**src/rtl/lsu_split_access_if.sv**
```systemverilog
// Request, response and data-cache port bundle for lsu_split_access.
// The slave modport is the sequencer; the master modport is its environment (issue stage plus cache).
interface lsu_split_access_if #(
    parameter int XLEN = 32
);
    localparam int B = XLEN / 8;

    logic            req_valid;
    logic            req_ready;
    logic            req_store;
    logic [1:0]      req_size;
    logic            req_unsigned;
    logic [31:0]     req_addr;
    logic [XLEN-1:0] req_wdata;

    logic            rsp_valid;
    logic            rsp_ready;
    logic [XLEN-1:0] rsp_rdata;
    logic            rsp_fault;

    logic            mem_read;
    logic            mem_write;
    logic [31:0]     mem_addr;
    logic [B-1:0]    mem_mbe;
    logic [XLEN-1:0] mem_wdata;
    logic            mem_resp;
    logic [XLEN-1:0] mem_rdata;

    modport slave (
        input  req_valid, req_store, req_size, req_unsigned, req_addr, req_wdata,
        output req_ready,
        output rsp_valid, rsp_rdata, rsp_fault,
        input  rsp_ready,
        output mem_read, mem_write, mem_addr, mem_mbe, mem_wdata,
        input  mem_resp, mem_rdata
    );

    modport master (
        output req_valid, req_store, req_size, req_unsigned, req_addr, req_wdata,
        input  req_ready,
        input  rsp_valid, rsp_rdata, rsp_fault,
        output rsp_ready,
        input  mem_read, mem_write, mem_addr, mem_mbe, mem_wdata,
        output mem_resp, mem_rdata
    );
endinterface

```
**src/rtl/lsu_split_access.sv**
```systemverilog
// Load/store access sequencer: byte-enable and lane alignment, split of boundary-crossing
// accesses into two cache beats, load merge with sign/zero extension, and fault reporting.
module lsu_split_access #(
    parameter int XLEN             = 32,
    parameter bit ALLOW_MISALIGNED = 1'b1
) (
    input  logic              clk,
    input  logic              rst,
    lsu_split_access_if.slave bus
);
    localparam int B    = XLEN / 8;
    localparam int OFFW = $clog2(B);
    localparam int IDXW = $clog2(XLEN);

    typedef enum logic [1:0] {
        IDLE  = 2'd0,
        BEAT0 = 2'd1,
        BEAT1 = 2'd2,
        RESP  = 2'd3
    } state_e;

    state_e          state_q, state_d;
    logic            store_q, store_d;
    logic [1:0]      size_q, size_d;
    logic            uns_q, uns_d;
    logic [OFFW-1:0] off_q, off_d;
    logic            split_q, split_d;
    logic [XLEN-1:0] wdata_q, wdata_d;
    logic [XLEN-1:0] hold_q, hold_d;

    logic            req_ready_q, req_ready_d;
    logic            rsp_valid_q, rsp_valid_d;
    logic            rsp_fault_q, rsp_fault_d;
    logic [XLEN-1:0] rsp_rdata_q, rsp_rdata_d;
    logic            mem_read_q, mem_read_d;
    logic            mem_write_q, mem_write_d;
    logic [31:0]     mem_addr_q, mem_addr_d;
    logic [B-1:0]    mem_mbe_q, mem_mbe_d;
    logic [XLEN-1:0] mem_wdata_q, mem_wdata_d;

    logic [OFFW-1:0]   sel_off;
    logic [1:0]        sel_size;
    logic [XLEN-1:0]   sel_wdata;
    logic [2*B-1:0]    mbe_wide;
    logic [2*XLEN-1:0] wdata_wide;
    logic [OFFW:0]     rem;
    logic [XLEN-1:0]   beat0_rd;
    logic [XLEN-1:0]   merged_rd;
    logic              req_split;
    logic              req_fault;

    function automatic logic access_split(input logic [OFFW-1:0] off, input logic [1:0] sz);
        logic [4:0] span;
        span = 5'(off) + (5'd1 << sz);
        return span > 5'(B);
    endfunction

    // A full-width access shifts every bit out, so its complement is all ones.
    function automatic logic [B-1:0] lane_mask(input logic [1:0] sz);
        return ~({B{1'b1}} << (4'd1 << sz));
    endfunction

    function automatic logic [XLEN-1:0] extend_load(input logic [XLEN-1:0] d, input logic [1:0] sz,
                                                    input logic uns);
        int              nbits;
        logic [IDXW-1:0] idx;
        logic [XLEN-1:0] keep;
        logic [XLEN-1:0] r;
        nbits = 32'd8 << sz;
        keep  = ~({XLEN{1'b1}} << nbits);
        if (nbits >= XLEN) begin
            idx = IDXW'(XLEN - 1);
        end else begin
            idx = IDXW'(nbits - 1);
        end
        r = d & keep;
        if (!uns && d[idx]) begin
            r = r | ~keep;
        end else begin
            r = r;
        end
        return r;
    endfunction

    // Lane alignment and load-merge datapath shared by both beats.
    always_comb begin
        if (state_q == IDLE) begin
            sel_off   = bus.req_addr[OFFW-1:0];
            sel_size  = bus.req_size;
            sel_wdata = bus.req_wdata;
        end else begin
            sel_off   = off_q;
            sel_size  = size_q;
            sel_wdata = wdata_q;
        end
        mbe_wide   = {{B{1'b0}}, lane_mask(sel_size)} << sel_off;
        wdata_wide = {{XLEN{1'b0}}, sel_wdata} << {sel_off, 3'b000};
        rem        = (OFFW+1)'(B) - {1'b0, off_q};
        beat0_rd   = bus.mem_rdata >> {off_q, 3'b000};
        merged_rd  = hold_q | (bus.mem_rdata << {rem, 3'b000});
        req_split  = access_split(bus.req_addr[OFFW-1:0], bus.req_size);
        req_fault  = ((bus.req_size == 2'd3) && (XLEN != 64)) || (req_split && !ALLOW_MISALIGNED);
    end

    // Next-state and next-output computation for the sequencer.
    always_comb begin
        state_d     = state_q;
        store_d     = store_q;
        size_d      = size_q;
        uns_d       = uns_q;
        off_d       = off_q;
        split_d     = split_q;
        wdata_d     = wdata_q;
        hold_d      = hold_q;
        req_ready_d = req_ready_q;
        rsp_valid_d = rsp_valid_q;
        rsp_fault_d = rsp_fault_q;
        rsp_rdata_d = rsp_rdata_q;
        mem_read_d  = mem_read_q;
        mem_write_d = mem_write_q;
        mem_addr_d  = mem_addr_q;
        mem_mbe_d   = mem_mbe_q;
        mem_wdata_d = mem_wdata_q;

        case (state_q)
            IDLE: begin
                if (bus.req_valid && req_ready_q) begin
                    store_d     = bus.req_store;
                    size_d      = bus.req_size;
                    uns_d       = bus.req_unsigned;
                    off_d       = bus.req_addr[OFFW-1:0];
                    split_d     = req_split;
                    wdata_d     = bus.req_wdata;
                    req_ready_d = 1'b0;
                    if (req_fault) begin
                        state_d     = RESP;
                        rsp_valid_d = 1'b1;
                        rsp_fault_d = 1'b1;
                        rsp_rdata_d = {XLEN{1'b0}};
                    end else begin
                        state_d     = BEAT0;
                        mem_read_d  = !bus.req_store;
                        mem_write_d = bus.req_store;
                        mem_addr_d  = {bus.req_addr[31:OFFW], {OFFW{1'b0}}};
                        mem_mbe_d   = mbe_wide[B-1:0];
                        mem_wdata_d = wdata_wide[XLEN-1:0];
                    end
                end else begin
                    req_ready_d = 1'b1;
                end
            end
            BEAT0: begin
                if (bus.mem_resp) begin
                    hold_d = beat0_rd;
                    if (split_q) begin
                        state_d     = BEAT1;
                        mem_addr_d  = mem_addr_q + 32'(B);
                        mem_mbe_d   = mbe_wide[2*B-1:B];
                        mem_wdata_d = wdata_wide[2*XLEN-1:XLEN];
                    end else begin
                        state_d     = RESP;
                        rsp_valid_d = 1'b1;
                        rsp_fault_d = 1'b0;
                        rsp_rdata_d = store_q ? {XLEN{1'b0}} : extend_load(beat0_rd, size_q, uns_q);
                        mem_read_d  = 1'b0;
                        mem_write_d = 1'b0;
                        mem_addr_d  = 32'd0;
                        mem_mbe_d   = {B{1'b0}};
                        mem_wdata_d = {XLEN{1'b0}};
                    end
                end else begin
                    state_d = BEAT0;
                end
            end
            BEAT1: begin
                if (bus.mem_resp) begin
                    state_d     = RESP;
                    rsp_valid_d = 1'b1;
                    rsp_fault_d = 1'b0;
                    rsp_rdata_d = store_q ? {XLEN{1'b0}} : extend_load(merged_rd, size_q, uns_q);
                    mem_read_d  = 1'b0;
                    mem_write_d = 1'b0;
                    mem_addr_d  = 32'd0;
                    mem_mbe_d   = {B{1'b0}};
                    mem_wdata_d = {XLEN{1'b0}};
                end else begin
                    state_d = BEAT1;
                end
            end
            RESP: begin
                if (bus.rsp_ready) begin
                    state_d     = IDLE;
                    req_ready_d = 1'b1;
                    rsp_valid_d = 1'b0;
                    rsp_fault_d = 1'b0;
                    rsp_rdata_d = {XLEN{1'b0}};
                end else begin
                    state_d = RESP;
                end
            end
            default: begin
                state_d     = IDLE;
                req_ready_d = 1'b1;
                rsp_valid_d = 1'b0;
                rsp_fault_d = 1'b0;
                mem_read_d  = 1'b0;
                mem_write_d = 1'b0;
            end
        endcase
    end

    // State and registered outputs; reset abandons any in-flight beat.
    always_ff @(posedge clk) begin
        if (rst) begin
            state_q     <= IDLE;
            store_q     <= 1'b0;
            size_q      <= 2'd0;
            uns_q       <= 1'b0;
            off_q       <= {OFFW{1'b0}};
            split_q     <= 1'b0;
            wdata_q     <= {XLEN{1'b0}};
            hold_q      <= {XLEN{1'b0}};
            req_ready_q <= 1'b1;
            rsp_valid_q <= 1'b0;
            rsp_fault_q <= 1'b0;
            rsp_rdata_q <= {XLEN{1'b0}};
            mem_read_q  <= 1'b0;
            mem_write_q <= 1'b0;
            mem_addr_q  <= 32'd0;
            mem_mbe_q   <= {B{1'b0}};
            mem_wdata_q <= {XLEN{1'b0}};
        end else begin
            state_q     <= state_d;
            store_q     <= store_d;
            size_q      <= size_d;
            uns_q       <= uns_d;
            off_q       <= off_d;
            split_q     <= split_d;
            wdata_q     <= wdata_d;
            hold_q      <= hold_d;
            req_ready_q <= req_ready_d;
            rsp_valid_q <= rsp_valid_d;
            rsp_fault_q <= rsp_fault_d;
            rsp_rdata_q <= rsp_rdata_d;
            mem_read_q  <= mem_read_d;
            mem_write_q <= mem_write_d;
            mem_addr_q  <= mem_addr_d;
            mem_mbe_q   <= mem_mbe_d;
            mem_wdata_q <= mem_wdata_d;
        end
    end

    assign bus.req_ready = req_ready_q;
    assign bus.rsp_valid = rsp_valid_q;
    assign bus.rsp_fault = rsp_fault_q;
    assign bus.rsp_rdata = rsp_rdata_q;
    assign bus.mem_read  = mem_read_q;
    assign bus.mem_write = mem_write_q;
    assign bus.mem_addr  = mem_addr_q;
    assign bus.mem_mbe   = mem_mbe_q;
    assign bus.mem_wdata = mem_wdata_q;
endmodule
```
**src/flat_wrapper.sv**
```systemverilog
// flat-port wrapper written by rule: the top's interface ports become plain ports
module lsu_split_access_flat 
#(
    parameter int XLEN             = 32,
    parameter bit ALLOW_MISALIGNED = 1'b1
)
  (clk, rst, bus_req_valid, bus_req_store, bus_req_size, bus_req_unsigned, bus_req_addr, bus_req_wdata, bus_req_ready, bus_rsp_valid, bus_rsp_rdata, bus_rsp_fault, bus_rsp_ready, bus_mem_read, bus_mem_write, bus_mem_addr, bus_mem_mbe, bus_mem_wdata, bus_mem_resp, bus_mem_rdata);
  lsu_split_access_if #(.XLEN(XLEN)) bus_i ();
  input  logic clk;
  input  logic rst;
  input wire logic [$bits(bus_i.req_valid)-1:0] bus_req_valid;
  input wire logic [$bits(bus_i.req_store)-1:0] bus_req_store;
  input wire logic [$bits(bus_i.req_size)-1:0] bus_req_size;
  input wire logic [$bits(bus_i.req_unsigned)-1:0] bus_req_unsigned;
  input wire logic [$bits(bus_i.req_addr)-1:0] bus_req_addr;
  input wire logic [$bits(bus_i.req_wdata)-1:0] bus_req_wdata;
  output wire logic [$bits(bus_i.req_ready)-1:0] bus_req_ready;
  output wire logic [$bits(bus_i.rsp_valid)-1:0] bus_rsp_valid;
  output wire logic [$bits(bus_i.rsp_rdata)-1:0] bus_rsp_rdata;
  output wire logic [$bits(bus_i.rsp_fault)-1:0] bus_rsp_fault;
  input wire logic [$bits(bus_i.rsp_ready)-1:0] bus_rsp_ready;
  output wire logic [$bits(bus_i.mem_read)-1:0] bus_mem_read;
  output wire logic [$bits(bus_i.mem_write)-1:0] bus_mem_write;
  output wire logic [$bits(bus_i.mem_addr)-1:0] bus_mem_addr;
  output wire logic [$bits(bus_i.mem_mbe)-1:0] bus_mem_mbe;
  output wire logic [$bits(bus_i.mem_wdata)-1:0] bus_mem_wdata;
  input wire logic [$bits(bus_i.mem_resp)-1:0] bus_mem_resp;
  input wire logic [$bits(bus_i.mem_rdata)-1:0] bus_mem_rdata;
  assign bus_i.req_valid = bus_req_valid;
  assign bus_i.req_store = bus_req_store;
  assign bus_i.req_size = bus_req_size;
  assign bus_i.req_unsigned = bus_req_unsigned;
  assign bus_i.req_addr = bus_req_addr;
  assign bus_i.req_wdata = bus_req_wdata;
  assign bus_req_ready = bus_i.req_ready;
  assign bus_rsp_valid = bus_i.rsp_valid;
  assign bus_rsp_rdata = bus_i.rsp_rdata;
  assign bus_rsp_fault = bus_i.rsp_fault;
  assign bus_i.rsp_ready = bus_rsp_ready;
  assign bus_mem_read = bus_i.mem_read;
  assign bus_mem_write = bus_i.mem_write;
  assign bus_mem_addr = bus_i.mem_addr;
  assign bus_mem_mbe = bus_i.mem_mbe;
  assign bus_mem_wdata = bus_i.mem_wdata;
  assign bus_i.mem_resp = bus_mem_resp;
  assign bus_i.mem_rdata = bus_mem_rdata;
  lsu_split_access #(.XLEN(XLEN), .ALLOW_MISALIGNED(ALLOW_MISALIGNED)) u_core (.clk(clk), .rst(rst), .bus(bus_i));
endmodule
```
**config.mk**
```make
export PLATFORM = sky130hd
export DESIGN_NAME = lsu_split_access_flat
export DESIGN_NICKNAME = d
export VERILOG_FILES = /design/src/rtl/lsu_split_access_if.sv /design/src/rtl/lsu_split_access.sv /design/src/flat_wrapper.sv
export SDC_FILE = /design/constraint.sdc
export NUM_CORES = 1
export LEC_CHECK = 0
export ABC_AREA = 1
export ABC_CLOCK_PERIOD_IN_PS = 2370
export BUFFER_PORTS_ARGS = -buffer_cell sky130_fd_sc_hd__buf_4
export CAP_MARGIN = 20
export CORE_MARGIN = 4
export CORE_UTILIZATION = 52
export CTS_BUF_LIST = sky130_fd_sc_hd__clkbuf_4
export DETAILED_ROUTE_END_ITERATION = 16
export PLACE_DENSITY = 0.87
export SYNTH_ARGS = -nofsm -noshare
export SYNTH_HDL_FRONTEND = slang
export SYNTH_SLANG_ARGS = --single-unit
```
**constraint.sdc**
```tcl
create_clock -name clk -period 2.37 [get_ports clk]
set_clock_uncertainty 0.1 [all_clocks]
set_input_delay 0.3555 -clock clk [delete_from_list [all_inputs] [get_ports clk]]
set_output_delay 0.3555 -clock clk [all_outputs]
set_load 0.1 [all_outputs]
```
==> run metrics <==
status completed; Max rail drop VDD 1050 µV; maximum fanout encountered on the critical timing path 38; fin crit period 2260 ps; area of all sequential standard cells 0.00353 mm²; relative max-transition margin 0.507; worst min-delay path startpoint bus_req_addr[30]; Min-Delay Path Depth 5; count of mapped cells out of synthesis 1598; routed vias/inst 5.69; IO Pins 210; remaining antenna violation count after routing 0; cell breakdown of the critical path inv_1 -> ha_4 -> buf_12 -> o21ai_0 -> inv_1 -> o21ai_0 -> nand2_1 -> o21ai_0 -> o21ai_1 -> inv_1; Layout Cells excl Fill ~2100; floorplan core area between 0.015 and 0.02 mm²; gpl congestion 0.975; final wirelength 36700 µm; leading cell types in the layout, fill and taps excluded sky130_fd_sc_hd__nand2_1 (423), sky130_fd_sc_hd__buf_4 (250), sky130_fd_sc_hd__a21oi_1 (191); clk root buf sky130_fd_sc_hd__clkbuf_4; number of buffers on the longest clock path 2; area of the die 0.0220 mm²; P_leak 5.77 nW; CP delay by family, top compound AO/OA/AOI/OAI gates; final layout net count 1950; post-synth top area cell sky130_fd_sc_hd__dfxtp_1; summed instance area of the synthesized netlist just over 0.01 mm²; final worst-path cycle share 0.955; Congestion Overflow GR 0; width of the chip 148 µm; Least-Margin Pin Slew 731 ps; Post-Synthesis Mean Instance Area 6.41 µm²; register bit count reported by yosys 176; post-CTS setup repair buffer count 0; commonest non-fill, non-tap cell in the layout sky130_fd_sc_hd__nand2_1; number of distinct library cell variants in the gate-level netlist after synthesis 50; arrival time worst endpoint 2690 ps; peak per-stage delay on the critical path 470 ps; kind of end point of the critical path register; r2r worst-path depth 10; Inserted Clock Buffers 17; warnings from Yosys 0; number of I/O port buffers about 210; required arrival time at the worst endpoint 2800 ps; power per standard cell area 1550 mW/mm²; total track usage 0.324; 1st-pass router iterations 6; Routed wire per std cell 17.4 µm; clock sink total 176; start of the worst register-to-register path u_core.state_q[1]$_SDFFE_PP0N_; Post-synth EDFFs 0; number of design-rule violations left by the first detailed-router iteration 1108; slowest cell on the critical path sky130_fd_sc_hd__o21ai_0; total instance count after detailed placement between 2000 and 2500; Residual DRC 0; highest clock rate about 440 MHz; fin. max-slew vios 0; layout-stage area growth over the synthesis result 28.1%; dominant cells by area after synthesis sky130_fd_sc_hd__dfxtp_1 (34%), sky130_fd_sc_hd__nand2_1 (16%), sky130_fd_sc_hd__a21oi_1 (9.3%), sky130_fd_sc_hd__o21ai_0 (7.0%), sky130_fd_sc_hd__nand3_1 (5.3%); top-area cell type share of the netlist area 0.344; vertical die dimension 148 µm; worst hold-check path type in -> reg; Worst setup SP type register; RSZ-0062 raised after global routing no; pin count of the biggest net entering global routing 70; R2R setup slack 110 ps; Filler Cell Count about 1700; # H-tree levels 4; number of antenna violations at the first check in global routing 1; ys flop type sky130_fd_sc_hd__dfxtp_1; Final Hold Viols 0; Std-Cell Rows 51; Multi-input gate area between 0.005 and 0.006 mm²; async set-reset flop share out of synthesis 0; critical path buffer and inverter count 4; clock edge transition at the registers on the reported setup and hold paths around 150 ps; initial core utilization 0.528; via count of the first global-routing pass ~11000; MaxCap Viol Count 0; half-perimeter wire length after detailed placement ~26000 µm; clock insertion delay at the later pin of the skew report between 500 and 600 ps; ratio of cells with drive above 1 in the final layout 0.184; category of the critical setup timing path reg -> reg; Reg2Reg Capture Point u_core.bus.mem_wdata[11]$_SDFFE_PP0P_; end of the worst hold path u_core.bus.mem_addr[30]$_SDFFE_PP0P_; number of setup violations in the final report 0; sequential-to-total area share from yosys stat 0.344; Total Negative Setup Slacks 0 ps; vias 12000; wire length of the first global-routing pass between 50000 and 60000 µm; clock tree from TritonCTS yes
## registers in the layout, indices dropped and copies added, names as in the netlist, 2 cells and up
signal / count
u_core.size_q: 2
u_core.bus.mem_wdata: 32
u_core.hold_q: 32
u_core.off_q: 2
u_core.wdata_q: 32
u_core.state_q: 2
u_core.bus.mem_addr: 30
u_core.bus.mem_mbe: 4
u_core.bus.rsp_rdata: 32
## timing repair
action	CTS	global route
setup endpoints to repair	0	28
endpoints found under the hold margin	64	1
gates resized for setup	0	9
hold buffers	62	1
## worst register-to-register path, stage by stage (launching register included)
cell	delay [ps]
sky130_fd_sc_hd__dfxtp_1	420
sky130_fd_sc_hd__inv_1	110
sky130_fd_sc_hd__ha_4	240
sky130_fd_sc_hd__buf_12	190
sky130_fd_sc_hd__o21ai_0	470
sky130_fd_sc_hd__inv_1	90
sky130_fd_sc_hd__o21ai_0	300
sky130_fd_sc_hd__nand2_1	80
sky130_fd_sc_hd__o21ai_0	80
sky130_fd_sc_hd__o21ai_1	70
sky130_fd_sc_hd__inv_1	50
## synthesized netlist by cell type (14+ instances only)
library cell / count
sky130_fd_sc_hd__nand2_1: 424
sky130_fd_sc_hd__a21oi_1: 191
sky130_fd_sc_hd__dfxtp_1: 176
sky130_fd_sc_hd__o21ai_0: 144
sky130_fd_sc_hd__inv_1: 129
sky130_fd_sc_hd__nor2_1: 124
sky130_fd_sc_hd__nand3_1: 109
sky130_fd_sc_hd__clkbuf_1: 50
sky130_fd_sc_hd__buf_2: 29
sky130_fd_sc_hd__o21ai_1: 27
sky130_fd_sc_hd__a211oi_1: 20
sky130_fd_sc_hd__o22ai_1: 17
sky130_fd_sc_hd__a31oi_1: 15
sky130_fd_sc_hd__buf_4: 14
## kinds of logic (layout without fill, tap and decap cells)
kind of cell,after synthesis,count (layout),synth area share
AOI/OAI and AO/OA,455,455,0.245
adders and majority gates,9,9,0.0117
buffers and inverters,245,495,0.106
DFF,176,176,0.344
muxes,8,8,0.00782
other,1,3,0.000366
and+or+nand+nor,704,704,0.286
## per-layer routing
layer / track usage / vias up / wire [µm]
li1: - / 5795 / -
met1: 0.384 / 5443 / 13900
met2: 0.554 / 653 / 17600
met3: 0.0597 / 140 / 3100
met4: 0.176 / 0 / 2090
met5: 0 / - / 0
## worst max-delay path by stage
stage | slack, ps | depth (start not counted) | startpoint | end
after global routing | 9 | 11 | u_core.off_q[0]$_SDFFE_PP0P_ | u_core.bus.rsp_rdata[28]$_SDFFE_PP0P_
after CTS | 70 | 10 | u_core.state_q[0]$_SDFFE_PP0N_ | u_core.bus.mem_wdata[27]$_SDFFE_PP0P_
after floorplan | 7 | 10 | u_core.bus.req_ready$_SDFFE_PP1P_ | u_core.bus.mem_addr[7]$_SDFFE_PP0P_
after detailed placement | 100 | 10 | u_core.state_q[0]$_SDFFE_PP0N_ | u_core.bus.mem_wdata[27]$_SDFFE_PP0P_
after global placement | 150 | 10 | u_core.state_q[0]$_SDFFE_PP0N_ | u_core.bus.mem_wdata[27]$_SDFFE_PP0P_
final | 110 | 10 | u_core.state_q[1]$_SDFFE_PP0N_ | u_core.bus.mem_wdata[11]$_SDFFE_PP0P_
## where the power goes
part / switching [mW] / total (mW) / leakage, nW / internal [mW]
Sequential: 0.693 / 4.52 / 1.44 / 3.83
Combinational: 10.0 / 13.8 / 4.15 / 3.77
Clock: 1.16 / 2.03 / 0.180 / 0.871
## area by class of cell
class | count | share of cell area
Multi-Input combinational cell | 1178 | 0.433
Sequential cell | 176 | 0.269
Timing Repair Buffer | 324 | 0.206
Inverter | 139 | 0.0412
Tap cell | 265 | 0.0253
Clock inverter | 14 | 0.0156
Clock buffer | 18 | 0.0103
Antenna cell | 1 | 0.000191
## through the flow
stage	util	hold WS (ps)	power (mW)	area [µm²]	worst slack (ps)
floorplan	-	324	14.3	10300	6.84
global placement	0.625	332	17.8	12100	154
detailed placement	0.625	339	18.0	12100	99.2
CTS	0.674	2.17	20.1	13100	73.3
global route	0.676	5.63	21.5	13100	9.06
finish	0.676	23.2	20.3	13100	107
No activity file was read; power rests on OpenSTA's default activity.
